--- src/rtl/spi_xfer_seq.sv ---
// spi_xfer_seq: streams Length+1 bytes between the TX/RX buffer RAMs and the
// flash or TF card SPI port (mode 0, MSB first), all in the FastClk domain.
module spi_xfer_seq #(
  parameter int BUF_AW     = 9,
  parameter int SLOW_DIV   = 32,
  parameter int WAIT_LIMIT = 256
) (
  input  logic              FastClk,
  input  logic              Reset,
  input  logic              Start,
  input  logic              Abort,
  input  logic [BUF_AW-1:0] Length,
  input  logic [1:0]        Mode,
  input  logic              DevSel,
  input  logic              Slow,
  output logic              Busy,
  output logic              Done,
  output logic              Timeout,
  output logic [BUF_AW-1:0] TxAddr,
  input  logic [7:0]        TxData,
  output logic [BUF_AW-1:0] RxAddr,
  output logic [7:0]        RxData,
  output logic              RxWe,
  output logic              FlashClk,
  output logic              FlashDo,
  input  logic              FlashDi,
  output logic              TfClk,
  output logic              TfDo,
  input  logic              TfDi
);

  localparam int DIV_W  = $clog2(SLOW_DIV);
  localparam int WAIT_W = $clog2(WAIT_LIMIT + 1);
  localparam logic [DIV_W-1:0]  DIV_LAST = DIV_W'(SLOW_DIV - 1);
  localparam logic [WAIT_W-1:0] WAIT_MAX = WAIT_W'(WAIT_LIMIT);

  typedef enum logic [2:0] {
    S_IDLE  = 3'd0,
    S_LOAD  = 3'd1,
    S_SHIFT = 3'd2,
    S_STORE = 3'd3,
    S_DONE  = 3'd4
  } state_e;

  state_e              state_q, state_d;
  logic [BUF_AW-1:0]   len_q, len_d;
  logic [1:0]          mode_q, mode_d;
  logic                dev_q, dev_d;
  logic                slow_q, slow_d;
  logic [BUF_AW-1:0]   count_q, count_d;
  logic [WAIT_W-1:0]   wait_q, wait_d;
  logic                armed_q, armed_d;
  logic                timeout_q, timeout_d;
  logic [DIV_W-1:0]    div_q, div_d;
  logic [3:0]          half_q, half_d;
  logic                clk_q, clk_d;
  logic                do_q, do_d;
  logic                first_q, first_d;
  logic [7:0]          tx_sr_q, tx_sr_d;
  logic [7:0]          rx_sr_q, rx_sr_d;

  logic                di_s;
  logic [7:0]          byte_s;
  logic                tick_s;
  logic                last_s;
  logic [WAIT_W-1:0]   wait_inc_s;
  logic                discard_s;
  logic                timeout_hit_s;
  logic                last_byte_s;
  logic                do_s;
  logic                busy_s;
  logic                done_s;
  logic                rx_we_s;

  // Shared decode: MISO of the selected device, byte to send, half-period tick.
  assign di_s          = dev_q ? TfDi : FlashDi;
  assign byte_s        = mode_q[0] ? 8'hFF : TxData;
  assign tick_s        = !slow_q || (div_q == DIV_LAST);
  assign last_s        = (half_q == 4'd15) && tick_s;
  assign wait_inc_s    = wait_q + WAIT_W'(1);
  assign discard_s     = (mode_q == 2'd3) && !armed_q && (rx_sr_q == 8'hFF);
  assign timeout_hit_s = discard_s && (wait_inc_s == WAIT_MAX);
  assign last_byte_s   = (count_q == len_q);

  // The RAM delivers the byte only in the first SHIFT cycle, so bit 7 is
  // routed straight through for that one cycle, then held in do_q.
  assign do_s = first_q ? byte_s[7] : do_q;

  // FSM state register.
  always_ff @(posedge FastClk or posedge Reset) begin
    if (Reset) begin
      state_q <= S_IDLE;
    end else begin
      state_q <= state_d;
    end
  end

  // FSM next-state logic; Abort returns to IDLE from any active state.
  always_comb begin
    state_d = state_q;
    case (state_q)
      S_IDLE: begin
        if (Start && !Abort) state_d = S_LOAD;
        else                 state_d = S_IDLE;
      end
      S_LOAD: begin
        if (Abort) state_d = S_IDLE;
        else       state_d = S_SHIFT;
      end
      S_SHIFT: begin
        if (Abort)       state_d = S_IDLE;
        else if (last_s) state_d = S_STORE;
        else             state_d = S_SHIFT;
      end
      S_STORE: begin
        if (Abort) begin
          state_d = S_IDLE;
        end else if (discard_s) begin
          if (timeout_hit_s) state_d = S_DONE;
          else               state_d = S_LOAD;
        end else if (last_byte_s) begin
          state_d = S_DONE;
        end else begin
          state_d = S_LOAD;
        end
      end
      S_DONE:  state_d = S_IDLE;
      default: state_d = S_IDLE;
    endcase
  end

  // FSM output decode: status flags and the RX write strobe.
  always_comb begin
    busy_s  = 1'b0;
    done_s  = 1'b0;
    rx_we_s = 1'b0;
    case (state_q)
      S_LOAD:  busy_s = 1'b1;
      S_SHIFT: busy_s = 1'b1;
      S_STORE: begin
        busy_s  = 1'b1;
        rx_we_s = (mode_q != 2'd0) && !discard_s;
      end
      S_DONE:  done_s = 1'b1;
      default: begin
        busy_s  = 1'b0;
        done_s  = 1'b0;
        rx_we_s = 1'b0;
      end
    endcase
  end

  // Datapath next-state: field latching, bit timing, shifting, byte counting.
  always_comb begin
    len_d     = len_q;
    mode_d    = mode_q;
    dev_d     = dev_q;
    slow_d    = slow_q;
    count_d   = count_q;
    wait_d    = wait_q;
    armed_d   = armed_q;
    timeout_d = timeout_q;
    div_d     = div_q;
    half_d    = half_q;
    clk_d     = clk_q;
    do_d      = do_q;
    first_d   = first_q;
    tx_sr_d   = tx_sr_q;
    rx_sr_d   = rx_sr_q;
    case (state_q)
      S_IDLE: begin
        clk_d   = 1'b0;
        do_d    = 1'b1;
        first_d = 1'b0;
        if (Start && !Abort) begin
          len_d     = Length;
          mode_d    = Mode;
          dev_d     = DevSel;
          slow_d    = Slow;
          count_d   = '0;
          wait_d    = '0;
          armed_d   = 1'b0;
          timeout_d = 1'b0;
        end else begin
          count_d = count_q;
        end
      end
      S_LOAD: begin
        div_d   = '0;
        half_d  = 4'd0;
        clk_d   = 1'b0;
        do_d    = 1'b1;
        first_d = !Abort;
      end
      S_SHIFT: begin
        first_d = 1'b0;
        if (Abort) begin
          clk_d = 1'b0;
          do_d  = 1'b1;
        end else begin
          if (first_q) begin
            tx_sr_d = byte_s;
            do_d    = byte_s[7];
          end else begin
            tx_sr_d = tx_sr_q;
          end
          if (tick_s) begin
            div_d  = '0;
            half_d = half_q + 4'd1;
            if (!half_q[0]) begin
              // End of a low half: rising SpiClk, capture MISO.
              clk_d   = 1'b1;
              rx_sr_d = {rx_sr_q[6:0], di_s};
            end else begin
              // End of a high half: falling SpiClk, present next bit.
              clk_d = 1'b0;
              if (half_q == 4'd15) begin
                do_d = 1'b1;
              end else begin
                tx_sr_d = {tx_sr_q[6:0], 1'b1};
                do_d    = tx_sr_q[6];
              end
            end
          end else begin
            div_d = div_q + DIV_W'(1);
          end
        end
      end
      S_STORE: begin
        if (Abort) begin
          count_d = count_q;
        end else if (discard_s) begin
          wait_d = wait_inc_s;
          if (timeout_hit_s) timeout_d = 1'b1;
          else               timeout_d = timeout_q;
        end else begin
          if (mode_q == 2'd3) armed_d = 1'b1;
          else                armed_d = armed_q;
          if (!last_byte_s) count_d = count_q + BUF_AW'(1);
          else              count_d = count_q;
        end
      end
      default: begin
        clk_d = 1'b0;
        do_d  = 1'b1;
      end
    endcase
  end

  // Datapath registers.
  always_ff @(posedge FastClk or posedge Reset) begin
    if (Reset) begin
      len_q     <= '0;
      mode_q    <= 2'd0;
      dev_q     <= 1'b0;
      slow_q    <= 1'b0;
      count_q   <= '0;
      wait_q    <= '0;
      armed_q   <= 1'b0;
      timeout_q <= 1'b0;
      div_q     <= '0;
      half_q    <= 4'd0;
      clk_q     <= 1'b0;
      do_q      <= 1'b1;
      first_q   <= 1'b0;
      tx_sr_q   <= 8'hFF;
      rx_sr_q   <= 8'h00;
    end else begin
      len_q     <= len_d;
      mode_q    <= mode_d;
      dev_q     <= dev_d;
      slow_q    <= slow_d;
      count_q   <= count_d;
      wait_q    <= wait_d;
      armed_q   <= armed_d;
      timeout_q <= timeout_d;
      div_q     <= div_d;
      half_q    <= half_d;
      clk_q     <= clk_d;
      do_q      <= do_d;
      first_q   <= first_d;
      tx_sr_q   <= tx_sr_d;
      rx_sr_q   <= rx_sr_d;
    end
  end

  assign Busy     = busy_s;
  assign Done     = done_s;
  assign RxWe     = rx_we_s;
  assign Timeout  = timeout_q;
  assign TxAddr   = count_q;
  assign RxAddr   = count_q;
  assign RxData   = rx_sr_q;
  // The deselected device sees a parked bus: clock low, data high.
  assign FlashClk = clk_q & ~dev_q;
  assign TfClk    = clk_q & dev_q;
  assign FlashDo  = dev_q ? 1'b1 : do_s;
  assign TfDo     = dev_q ? do_s : 1'b1;

endmodule

--- config.mk ---
export PLATFORM = sky130hd
export DESIGN_NAME = spi_xfer_seq
export DESIGN_NICKNAME = d
export VERILOG_FILES = /design/src/rtl/spi_xfer_seq.sv
export SDC_FILE = /design/constraint.sdc
export NUM_CORES = 1
export LEC_CHECK = 0
export ABC_AREA = 0
export CORE_MARGIN = 1
export CORE_UTILIZATION = 55
export CTS_CLUSTER_DIAMETER = 200
export CTS_CLUSTER_SIZE = 30
export DETAILED_ROUTE_END_ITERATION = 10
export DONT_BUFFER_PORTS = 1
export PLACE_DENSITY = 0.79
export SYNTH_ARGS = -nofsm -noshare
export SYNTH_HDL_FRONTEND = slang
export SYNTH_SLANG_ARGS = --single-unit
--- constraint.sdc ---
create_clock -name FastClk -period 2.15 [get_ports FastClk]
set_input_delay 0.43 -clock FastClk [delete_from_list [all_inputs] [get_ports FastClk]]
set_output_delay 0.43 -clock FastClk [all_outputs]
set_load 0.05 [all_outputs]
## Word-level counts from Yosys, hierarchy flattened

Index checks and enable logic that the tools add are counted.
W data, S select, Z words.

- Bits in registers: 64
- Output and inout bits: 34
- Word-level logic and storage cells: 128

- Add/sub/neg operators: 4
- Equal/unequal tests: 20
- Mux-type cells: 54
- Bitwise logic cells: 6
- Reductions and logical operators: 28

Operator list:

| operator | number |
|---|---|
| $mux W9 | 6 |
| $mux W8 | 5 |
| $pmux W9 S2 | 2 |
| $mux W1 | 23 |
| $add A9 B1 Y9 const B | 2 |
| $ne A2 B2 Y1 const B | 9 |
| $reduce_and A5 Y1 | 3 |
| $mux W3 | 4 |
| $pmux W3 S4 | 1 |
| $mux W5 | 2 |
| $pmux W1 S2 | 5 |
| $pmux W5 S2 | 1 |
| $eq A9 B9 Y1 | 1 |
| $eq A9 B9 Y1 const B | 1 |
| $eq A8 B8 Y1 const B | 1 |
| $mux W4 | 2 |
| $pmux W4 S2 | 1 |
| $reduce_and A2 Y1 | 4 |
| $reduce_and A4 Y1 | 2 |
| $reduce_bool A2 Y1 | 4 |
| $eq A3 B2 Y1 const B | 2 |
| $logic_and A1 B1 Y1 | 6 |
| $add A5 B1 Y5 const B | 1 |
| $eq A5 B5 Y1 const B | 1 |
| other kinds (15) | 23 |

## Depth between registers and ports, before layout

Gate-level depths: netlist (run 1).

- Depth after elaboration: 8
- Depth in mapped cells: 9
- Depth with buffers taken out: 8

## Least setup slack after synthesis (run 1)

OpenSTA, ideal clock, no wires.

- Path kind: reg2out
- Start: register rx_sr_q[5] (netlist: RxData[5])
- End: output RxWe
- Arrival time: 1.982 ns
- Data required time: 1.720 ns
- Slack: -0.262 ns
- Stages on the path, launching flop included: 4
- Buffers on the path: 0
- Path through: dfrtp_1 > nand4_1 > nor3_1 > nor3_1

- Longest elaborated chain between the ends: 5

RTL lines:

| what | RTL line | RTL |
|---|---|---|
| start, declared | 60 | `logic [7:0] rx_sr_q, rx_sr_d;` |
| start signal, assigned | 283 | `rx_sr_q <= rx_sr_d;` |
| $eq A8 B8 Y1 | 81 | `assign discard_s = (mode_q == 2'd3) && !armed_q && (rx_sr_q == 8'hFF);` |
| $logic_and A1 B1 Y1 | 81 |  |
| $logic_not A1 Y1 | 142 | `rx_we_s = (mode_q != 2'd0) && !discard_s;` |
| $logic_and A1 B1 Y1 | 142 |  |
| $mux W1 | 137 | `case (state_q)` |
| end, declared | 23 | `output logic RxWe,` |

No other way between the ends.

## Worst setup path in the final report (run 1)

- Start: register state_q[2]
- End: output RxWe

- Longest elaborated chain between the ends: 2

RTL lines:

| what | RTL line | RTL |
|---|---|---|
| start, declared | 45 | `state_e state_q, state_d;` |
| start signal, assigned | 94 | `state_q <= state_d;` |
| $eq A3 B2 Y1 | 137 |  |
| $mux W1 | 137 |  |

No other way between the ends.

==> impl_metrics.ini, run 1 <==
[worst_setup_path]
critical_path.max_fanout = 7
crit-reg2reg-capture = tx_sr_q[3]
critical_path.reg2reg.startpoint = div_q[1]
endpoint_kind = output pin
required_ns = 1.72
worstSetupEndpoint = RxWe
start_kind = flop
critPathLaunch = state_q[2]
critical_path_class = reg2out
reg2reg_depth = 8
cp_data_arrival_time_ns = 1.65
reg2reg_setup_slack_ns = 0.13

[clock_tree]
clock_insertion_delay_worst_skew_ns = 0.33
cts_buffer_depth = 2
cts_htree_levels = 3
register_clock_pin_slew_on_the_reported_worst_setup_and_hold_paths_ns = 0.07
clock_sinks = 63
cts_inserted_buffers = 9
cts.hold.buffers_added = 0
cts_root_buffer = sky130_fd_sc_hd__clkbuf_8
cts_tree = done

[finish]
drive_gt1_share_pct = 21.32
layout.cells.most_common_list = 65 x sky130_fd_sc_hd__nand2_1, 54 x sky130_fd_sc_hd__dfrtp_1, 34 x sky130_fd_sc_hd__buf_4
final_instance_area_sq_um = 3821
area_growth_pct = 13.87
layout.cells.most_common = sky130_fd_sc_hd__nand2_1
nFillCells = 484
utilization_pct = 64.92
layout.area.seq_sq_um = 1588
net_total_in_the_final_layout = 422
multi_input_comb_area_sq_um = 1632
insertedDiodeCount = 0

[timing]
final-max-slew-violation-count = 0
worstMarginPinSlew_ns = 0.5513
finalHoldViolCount = 0
maxSlewHeadroom_pct = 63.20
post-route-period-util_pct = 96.65
setup_viol = 0
timing.final.crit_period_ns = 2.078
worst_hold_slack_ns = 0.02860
fmax_mhz = 481.2
clock-skew-final_ns = 0.008250
final.setup.tns_ns = 0

[synthesis]
post_synth_inst_count = 362
synth-edff-count = 0
synthArstFlopShare_pct = 100.0
mappedNetlistArea_sq_um = 3356
ys_ff_latch = 63
yosysWarnings = 0
synthesis.nets = 395
seq_area_frac_synth_pct = 47.28
synth_flop_cell = sky130_fd_sc_hd__dfrtp_1
synth.lib_cells_used.distinct = 49
synth.avg_cell_area_sq_um = 9.270

[routing]
vias_per_cell = 5.840
route.vias.total = 2739
dr.pass1.iters = 4
route.final.wire_length_mm = 7.338
drtAntennaViolNets = 0
drt_drc_violations_left = 0
per_cell_routed_wire_length_um = 15.65
drt_initial_violations = 169

[pwr]
power_density_nw_per_um2 = 848.0
static_power_due_to_leakage_uw = 0.001868
power_uw = 3240
sw_pwr_uw = 1061
power.internal_uw = 2180
power.share.clock_pct = 28.1
power.switching_fraction_pct = 32.74
sequential_cell_fraction_of_total_power_pct = 48.5
peakVddDrop_v = 0.0007206
combinationalPowerShare_pct = 23.4

[floorplan]
die-area_sq_um = 6418
fp.coreArea_sq_um = 5886
initial_core_utilization_pct = 57.02
die_w_um = 80.11
die_y_um = 80.11
row_count = 28
io_pins = 61

[global_routing]
grt_util_all_layers_pct = 24.77
antenna_violations_before_repair = 0
largest_net_degree_at_the_start_of_global_routing = 40
grt_pass1_vias = 2718
grt_overflow_total = 0
grt_pass1_wl_mm = 12.16

[placed_design]
place.port_buffers = 0
placedInstanceArea_sq_um = 3617
dp_hpwl_mm = 5.335
gp_congestion = 0.8520

[hold_path]
hold_class = in2async

[run]
total_of_max_cap_violations = 0

[run_status]
status = finished clean
[worst min path at each step]
| stage | startpoint | end | slack [ns] |
|---|---|---|---|
| finish | Reset | RxData[1] | 0.03 |
| global route | Reset | RxData[0] | 0.07 |
| CTS | Reset | RxData[0] | 0.04 |
| detailed placement | Reset | RxData[0] | 0.39 |
| global placement | Reset | RxData[0] | 0.38 |
| floorplan | slow_q | slow_q | 0.45 |
[repair_timing]
item / 4_1_cts / 5_1_grt
gates resized for setup: 1 / 4
pin swaps: 0 / 0
endpoints found under the setup margin: 1 / 15
buffers inserted: 0 / 2
cloned: 0 / 0
[critical path, cell delays in order, from the launching register on]
cell	delay, ns
sky130_fd_sc_hd__dfrtp_2	0.47
sky130_fd_sc_hd__buf_4	0.18
sky130_fd_sc_hd__nand3b_1	0.25
sky130_fd_sc_hd__nor3_2	0.23
sky130_fd_sc_hd__buf_6	0.19
[routing by layer]
layer,routed length [um],track usage (%)
met1,3111,30.44
met5,0,0
met4,108,8.571
met2,3576,41.45
met3,542,7.273
[synthesized netlist by cell type, types with 5 or more instances]
master                     count  area, sq um
sky130_fd_sc_hd__and3_1       13        81.33
sky130_fd_sc_hd__ha_1          6        75.07
sky130_fd_sc_hd__a31oi_1       5        31.28
sky130_fd_sc_hd__a21oi_1      12        60.06
sky130_fd_sc_hd__nand2_1      65        244.0
sky130_fd_sc_hd__and2_1        5        31.28
sky130_fd_sc_hd__xor2_1       13        113.9
sky130_fd_sc_hd__mux2_2        8        90.09
sky130_fd_sc_hd__nor2_1       33        123.9
sky130_fd_sc_hd__buf_2         5        25.02
sky130_fd_sc_hd__nand3_1      12        60.06
sky130_fd_sc_hd__buf_4        10        75.07
sky130_fd_sc_hd__o21ai_0      24        120.1
sky130_fd_sc_hd__mux2i_1       5        50.05
sky130_fd_sc_hd__o22ai_1       8        50.05
sky130_fd_sc_hd__inv_1         7        26.28
sky130_fd_sc_hd__dfrtp_1      55         1376
sky130_fd_sc_hd__nand2b_1      5        31.28
sky130_fd_sc_hd__dfstp_2       8        210.2
sky130_fd_sc_hd__nand4_1       8        50.05
[kinds of logic (layout without fill, tap and decap cells)]
family,Yosys count,in the layout,synth area share [%]
compound gates,68,68,12.45
xor+xnor,16,16,4.176
fa+ha+maj,6,6,2.237
buf+inv,29,61,4.623
flops,63,63,47.28
mux,13,13,4.176
simple gates,167,167,25.06
[through the flow]
| step | setup WS (ns) | instances |
|---|---|---|
| after floorplan | 0.1055 | 362 |
| after global placement | 0.1092 | 451 |
| after detailed placement | 0.05021 | 451 |
| after CTS | 0.02109 | 467 |
| after global routing | -0.02523 | 469 |
| final | 0.07205 | 469 |
[registers in the layout, indices dropped and copies added, names as in the netlist]
name / count
RxAddr: 9
RxData: 8
Timeout: 1
armed_q: 1
clk_q: 1
dev_q: 1
div_q: 5
do_q: 1
first_q: 1
half_q: 4
len_q: 9
mode_q: 2
slow_q: 1
state_q: 3
tx_sr_q: 7
wait_q: 9
[power groups by stage]
stage                     Combinational, uW  Clock (uW)  Sequential (uW)
after floorplan                         389           0             1710
after global placement                  714           0             1580
after detailed placement                744           0             1590
after CTS                               749         929             1570
after global routing                    827         981             1600
final                                   758         911             1570
[area by class of cell]
type                    instances  area share (%)
inverters                       8          0.7859
clock buffers                  15           4.355
flip-flops and latches         63           41.55
clock inverters                 1          0.1310
repair buffers                 37           8.022
multi-input cells             270           42.70
well taps                      75           2.456
(Power assumes the default switching activity.)
==> inputs of run 2 (changes only) <==
Settings changed: CORE_MARGIN 1 to unset.
==> results of run 2 <==
The final DEF is identical to that of run 1; final timing and power are the same.
